[config.mk]
export PLATFORM = sky130hd
export DESIGN_NAME = jump_ctrl
export DESIGN_NICKNAME = d
export VERILOG_FILES = /design/src/rtl/jump_pkg.sv /design/src/rtl/ras_stack.sv /design/src/rtl/jump_ctrl.sv
export SDC_FILE = /design/constraint.sdc
export NUM_CORES = 1
export LEC_CHECK = 0
export ABC_AREA = 1
export BUFFER_PORTS_ARGS = -buffer_cell sky130_fd_sc_hd__clkbuf_2
export CELL_PAD_IN_SITES_DETAIL_PLACEMENT = 0
export CELL_PAD_IN_SITES_GLOBAL_PLACEMENT = 1
export CORE_UTILIZATION = 40
export DETAILED_ROUTE_END_ITERATION = 16
export PLACE_DENSITY_LB_ADDON = 0.05
export SLEW_MARGIN = 15
export SYNTH_ARGS = -nofsm -noshare
export SYNTH_HDL_FRONTEND = slang
export SYNTH_SLANG_ARGS = --single-unit
[constraint.sdc]
create_clock -name clk -period 2.3 [get_ports clk]
set_input_delay 0.23 -clock clk [delete_from_list [all_inputs] [get_ports clk]]
set_output_delay 0.23 -clock clk [all_outputs]
set_load 0.01 [all_outputs]
[src/rtl/jump_pkg.sv]
// Shared types and constants for the next-PC control stage: op and FSM encodings,
// default widths and the constant absolute branch-target table.
package jump_pkg;

    localparam int JC_D         = 9;
    localparam int JC_PC_W      = JC_D + 1;
    localparam int JC_LUT_W     = 5;
    localparam int JC_RAS_DEPTH = 4;

    typedef enum logic [2:0] {
        OP_NOP  = 3'd0,
        OP_JMP  = 3'd1,
        OP_BRT  = 3'd2,
        OP_BRF  = 3'd3,
        OP_CALL = 3'd4,
        OP_RET  = 3'd5,
        OP_HALT = 3'd6,
        OP_BRR  = 3'd7
    } ctrl_op_t;

    typedef enum logic {
        RUN    = 1'b0,
        HALTED = 1'b1
    } jc_state_t;

    // Entry i holds the absolute target 0x010 * (i + 1).
    localparam logic [JC_PC_W-1:0] BRANCH_LUT [2**JC_LUT_W] = '{
        10'h010, 10'h020, 10'h030, 10'h040, 10'h050, 10'h060, 10'h070, 10'h080,
        10'h090, 10'h0A0, 10'h0B0, 10'h0C0, 10'h0D0, 10'h0E0, 10'h0F0, 10'h100,
        10'h110, 10'h120, 10'h130, 10'h140, 10'h150, 10'h160, 10'h170, 10'h180,
        10'h190, 10'h1A0, 10'h1B0, 10'h1C0, 10'h1D0, 10'h1E0, 10'h1F0, 10'h200
    };

endpackage

[src/rtl/ras_stack.sv]
// Return-address LIFO: push is dropped when full, pop is ignored when empty.
// Entries and occupancy clear asynchronously on reset.
module ras_stack
    import jump_pkg::*;
#(
    parameter int W     = JC_PC_W,
    parameter int DEPTH = JC_RAS_DEPTH
) (
    input  logic                     clk,
    input  logic                     reset,
    input  logic                     push,
    input  logic                     pop,
    input  logic [W-1:0]             push_data,
    output logic [W-1:0]             top,
    output logic [$clog2(DEPTH):0]   count,
    output logic                     full,
    output logic                     empty
);

    localparam int CW = $clog2(DEPTH) + 1;
    localparam int AW = $clog2(DEPTH);

    logic [W-1:0]  mem_q [DEPTH];
    logic [W-1:0]  mem_d [DEPTH];
    logic [CW-1:0] count_q;
    logic [CW-1:0] count_d;
    logic [AW-1:0] top_idx;

    assign full    = (count_q == CW'(DEPTH));
    assign empty   = (count_q == '0);
    assign count   = count_q;
    assign top_idx = AW'(count_q - CW'(1));
    assign top     = mem_q[top_idx];

    always_comb begin
        mem_d   = mem_q;
        count_d = count_q;
        if (push && !full) begin
            mem_d[count_q[AW-1:0]] = push_data;
            count_d                = count_q + CW'(1);
        end else if (pop && !empty) begin
            count_d = count_q - CW'(1);
        end
    end

    always_ff @(posedge clk or posedge reset) begin
        if (reset) begin
            count_q <= '0;
            for (int i = 0; i < DEPTH; i++) begin
                mem_q[i] <= '0;
            end
        end else begin
            count_q <= count_d;
            mem_q   <= mem_d;
        end
    end

endmodule

[src/rtl/jump_ctrl.sv]
// Next-PC control: decodes the control op into absjump_en/target, manages the
// return-address stack and the RUN/HALTED FSM. Define REL_JUMP_EN to build BRR.
module jump_ctrl
    import jump_pkg::*;
#(
    parameter int D         = JC_D,
    parameter int LUT_W     = JC_LUT_W,
    parameter int RAS_DEPTH = JC_RAS_DEPTH
) (
    input  logic                         clk,
    input  logic                         reset,
    input  logic [D:0]                   prog_ctr,
    input  logic [2:0]                   op,
    input  logic                         cond_flag,
    input  logic [LUT_W-1:0]             lut_idx,
    input  logic [7:0]                   rel_off,
    output logic                         absjump_en,
    output logic [D:0]                   target,
    output logic                         halted,
    output logic                         ras_ovf,
    output logic                         ras_unf,
    output logic [$clog2(RAS_DEPTH):0]   ras_count
);

    localparam int PC_W = D + 1;

    jc_state_t         state_q, state_d;
    logic              ras_ovf_q, ras_ovf_d;
    logic              ras_unf_q, ras_unf_d;
    logic              push, pop, ras_full, ras_empty;
    logic [PC_W-1:0]   ras_top;
    logic [PC_W-1:0]   lut_target;
    logic [PC_W-1:0]   return_addr;

    assign lut_target  = PC_W'(BRANCH_LUT[lut_idx]);
    assign return_addr = prog_ctr + PC_W'(1);

`ifndef REL_JUMP_EN
    logic unused_rel_off;
    assign unused_rel_off = ^rel_off;
`endif

    ras_stack #(
        .W     (PC_W),
        .DEPTH (RAS_DEPTH)
    ) u_ras (
        .clk       (clk),
        .reset     (reset),
        .push      (push),
        .pop       (pop),
        .push_data (return_addr),
        .top       (ras_top),
        .count     (ras_count),
        .full      (ras_full),
        .empty     (ras_empty)
    );

    // Outputs are combinational so the PC loads the target on the very next edge.
    always_comb begin
        absjump_en = 1'b0;
        target     = '0;
        push       = 1'b0;
        pop        = 1'b0;
        state_d    = state_q;
        ras_ovf_d  = ras_ovf_q;
        ras_unf_d  = ras_unf_q;
        if (!reset) begin
            if (state_q == HALTED) begin
                absjump_en = 1'b1;
                target     = prog_ctr;
            end else begin
                case (ctrl_op_t'(op))
                    OP_JMP: begin
                        absjump_en = 1'b1;
                        target     = lut_target;
                    end
                    OP_BRT: begin
                        absjump_en = cond_flag;
                        target     = lut_target;
                    end
                    OP_BRF: begin
                        absjump_en = !cond_flag;
                        target     = lut_target;
                    end
                    OP_CALL: begin
                        absjump_en = 1'b1;
                        target     = lut_target;
                        push       = 1'b1;
                        if (ras_full) ras_ovf_d = 1'b1;
                    end
                    OP_RET: begin
                        if (!ras_empty) begin
                            absjump_en = 1'b1;
                            target     = ras_top;
                            pop        = 1'b1;
                        end else begin
                            ras_unf_d = 1'b1;
                        end
                    end
                    OP_HALT: begin
                        absjump_en = 1'b1;
                        target     = prog_ctr;
                        state_d    = HALTED;
                    end
`ifdef REL_JUMP_EN
                    OP_BRR: begin
                        absjump_en = cond_flag;
                        target     = prog_ctr + PC_W'($signed(rel_off));
                    end
`endif
                    default: begin
                        absjump_en = 1'b0;
                    end
                endcase
            end
        end
    end

    always_ff @(posedge clk or posedge reset) begin
        if (reset) begin
            state_q   <= RUN;
            ras_ovf_q <= 1'b0;
            ras_unf_q <= 1'b0;
        end else begin
            state_q   <= state_d;
            ras_ovf_q <= ras_ovf_d;
            ras_unf_q <= ras_unf_d;
        end
    end

    assign halted  = (state_q == HALTED);
    assign ras_ovf = ras_ovf_q;
    assign ras_unf = ras_unf_q;

endmodule

==> metrics.md <==
| Metric | Value |
|---|---|
| Footprint of the multi-input gates | `1514 µm²` |
| Clock period minus worst slack | `2164 ps` |
| Die Ht | `86.77 µm` |
| Placed Cells | `542` |
| CTS tree | `built` |
| Cell area after synthesis | `2874 µm²` |
| Seq. cell area | `1151 µm²` |
| CP bufs+invs | `3` |
| Crit path DAT | `1930 ps` |
| CP max stage delay | `440 ps` |
| Proportion of layout cells with a drive suffix above 1 | `14.95%` |
| Fillers | `763` |
| Post-synth cell types | `27` |
| Largest net degree at the start of global routing | `35` |
| Xor/xnor share of the synthesized area | `2.438%` |
| Die Area | `7528 µm²` |
| Crit. End Element | `primary output` |
| Synthesized net count | `451` |
| Number of synthesized register bits | `46` |
| Clk sink count | `46` |
| Critical path startpoint | `u_ras.count[1]` |
| Vias in the first global route | `2466` |
| TNS Setup | `0 ps` |
| Hold Worst Slack | `76.80 ps` |
| Worst rel slew slack | `63.38%` |
| First-pass GRT wire length | `12740 µm` |
| Simple-gate share of the synthesized area | `40.71%` |
| Drt pass-1 iters | `5` |
| Worst-margin pin slew | `548.0 ps` |
| Clock skew | `6.616 ps` |
| Fin. max-slew vios | `0` |
| Sequential fraction of the synthesis area | `40.05%` |
| Initial Utilization | `41.84%` |
| Most common cell after layout, fill and taps aside | `nand2_1` |
| Compound-Gate Fraction of Synth Area | `6.008%` |
| Total CTS buffers | `5` |
| Detailed Route WL | `8158 µm` |
| DRC | `0` |
| CTS H-Tree Depth | `2` |
| Post-Syn Instances | `415` |
| Hold WC Path Type | `input port to asynchronous set/reset pin` |
| Reg2reg start | `u_ras.count[1]` |
| Final setup viols | `0` |
| Starting DRC count in detailed routing | `167` |
| Crit-path max FO | `11` |
| I/O Buffers | `37` |
| Via density | `4.938` |
| Top Ports | `46` |
| Power Density | `488.7 nW/µm²` |
| CP cell instances | `inv_1 > ha_1 > buf_4 > nand3_1 > nand3_1 > nand2_1 > nand2_1 > nand2_1 > clkbuf_2` |
| Worst path most repeated cell | `nand2_1` |
| Clk pin slew, worst setup/hold paths | `90 ps` |
| ANT nets after route | `0` |
| Diode count | `0` |
| Fin nets | `490` |
| DP HPWL | `5639 µm` |
| Warning count from the yosys run | `0` |
| Grt ovf | `0` |
| Layout Cells excl Fill | `551` |
| Worst skew pair latency | `310 ps` |
| CP required | `2070 ps` |
| Pleak | `1.796 nW` |
| Core area | `6869 µm²` |
| Highest clock rate | `462.2 MHz` |
| Outcome | `finished, final reports clean` |
| Total power | `1.609 mW` |
| Largest family of logic cells by synthesized area | `simple AND/OR/NAND/NOR gates` |
| RSZ-0062 raised after global routing | `no` |
| Cts hold-fix bufs | `0` |
| CTS Root Cell | `clkbuf_8` |
| Final Wtd Congestion | `0.8235` |
| Initial antenna violation count | `0` |
| Final hold vios | `0` |
| Synth top area share | `40.05%` |
| Max Cap Viol | `0` |
| Yosys top cell by area | `dfrtp_1` |
| Area Overhead vs Synth | `14.58%` |
| Slowest stage cell, crit path | `dfrtp_1` |
| Synth Area per Inst | `6.925 µm²` |
| Clock tree buffer depth | `2` |
| Die X | `86.77 µm` |
| Worst VDD drop | `0.0003032 V` |
| DR WL/cell | `14.81 µm` |
| Adder-Cell Fraction of Synth Area | `3.047%` |
| Most frequent cells in the layout | `190 x nand2_1, 50 x nand3_1, 46 x dfrtp_1` |
| Kind of critical path | `flop to primary output` |
| Startpoint types | `flop` |
| Final period util | `94.07%` |
| Top cells by area, synth | `dfrtp_1 40%, nand2_1 25%, nand3_1 8.7%` |
| Multiplexer area fraction after synthesis | `0%` |
| GRT Total Usage | `22.88%` |
| Via count | `2721` |
| Core Rows | `30` |
| CP top delay family | `simple AND/OR/NAND/NOR gates` |
final cells by class:
cell class              instances  share of cell area, %
clock inverters                 2                  1.140
repair buffers                 43                  7.751
multi-input cells             320                  45.97
clock buffers                   6                  2.204
flip-flops and latches         46                  34.95
inverters                      38                  4.331
well taps                      96                  3.647
registers in the layout, summed over array words and instances (netlist names):
register	cells
halted	1
ras_unf	1
ras_ovf	1
u_ras.mem_q	40
u_ras.count	3
where the power goes:
group	internal, mW	switching (mW)	total (mW)
Clock	0.325	0.297	0.621
Sequential	0.808	0.000236	0.809
Combinational	0.0557	0.124	0.179
Total	1.19	0.421	1.61
synthesized netlist by cell type, drive strengths merged:
cell    number
clkinv       1
a31o         1
nand3       50
dfrtp       46
nor3         2
a21o         1
ha           7
clkbuf       4
buf          8
nand4        3
inv         37
nor2        25
xor2         7
a21oi        9
nand2      193
o21ai       20
xnor2        1
worst register-to-register path, cell delays in order, from the launching register on:
cell and delay [ps]:
dfrtp_1 440, inv_1 110, ha_1 220, nand2_1 150
inv_1 100, nor3_4 230, nand2_1 280, buf_4 270
nand2_1 60, nand2_1 50
timing repair:
| action | CTS | global route |
|---|---|---|
| pin swaps | 0 | 1 |
| endpoints found under the hold margin | 0 | 0 |
| gates cloned | 0 | 1 |
| resized for setup | 1 | 2 |
| buffers inserted | 0 | 0 |
| endpoints found under the setup margin | 8 | 5 |
per-stage QoR:
step | cell area (µm²) | setup slack, ps | utilization (%)
final | 3293 | 136.3 | 47.94
after global routing | 3293 | 2.608 | 47.94
after CTS | 3284 | 51.94 | 47.81
after detailed placement | 3169 | 224.1 | 46.14
after global placement | 3169 | 233.7 | 46.14
after floorplan | 2874 | 88.63 | -
metal layers:
metal / vias up / share of wire [%] / global-route usage [%]
met4: 0 / 1.5 / 5.909
li1: 1373 / - / -
met5: - / 0 / 0
met3: 13 / 5.2 / 2.571
met2: 78 / 46 / 39.32
met1: 1257 / 48 / 30.66
logic make-up (layout without fill, tap and decap cells):
logic type | after synthesis | in the layout
and+or+nand+nor | 273 | 274
buffers and inverters | 50 | 89
DFF | 46 | 46
AOI/OAI and AO/OA | 31 | 31
xor gates and xnor gates | 8 | 8
adders and majority gates | 7 | 7
final timing paths:
check	endpoint	slack, ps	cells past startpoint
setup / recovery	target[6]	140	9
hold / removal	ras_ovf	80	2
setup reg to reg	u_ras.mem_q[19]	290	9
hold reg to reg	ras_ovf	460	1
max in group asynchronous	u_ras.mem_q[6]	1700	3
min in group clk	u_ras.mem_q[10]	230	2
(Power assumes the default switching activity.)
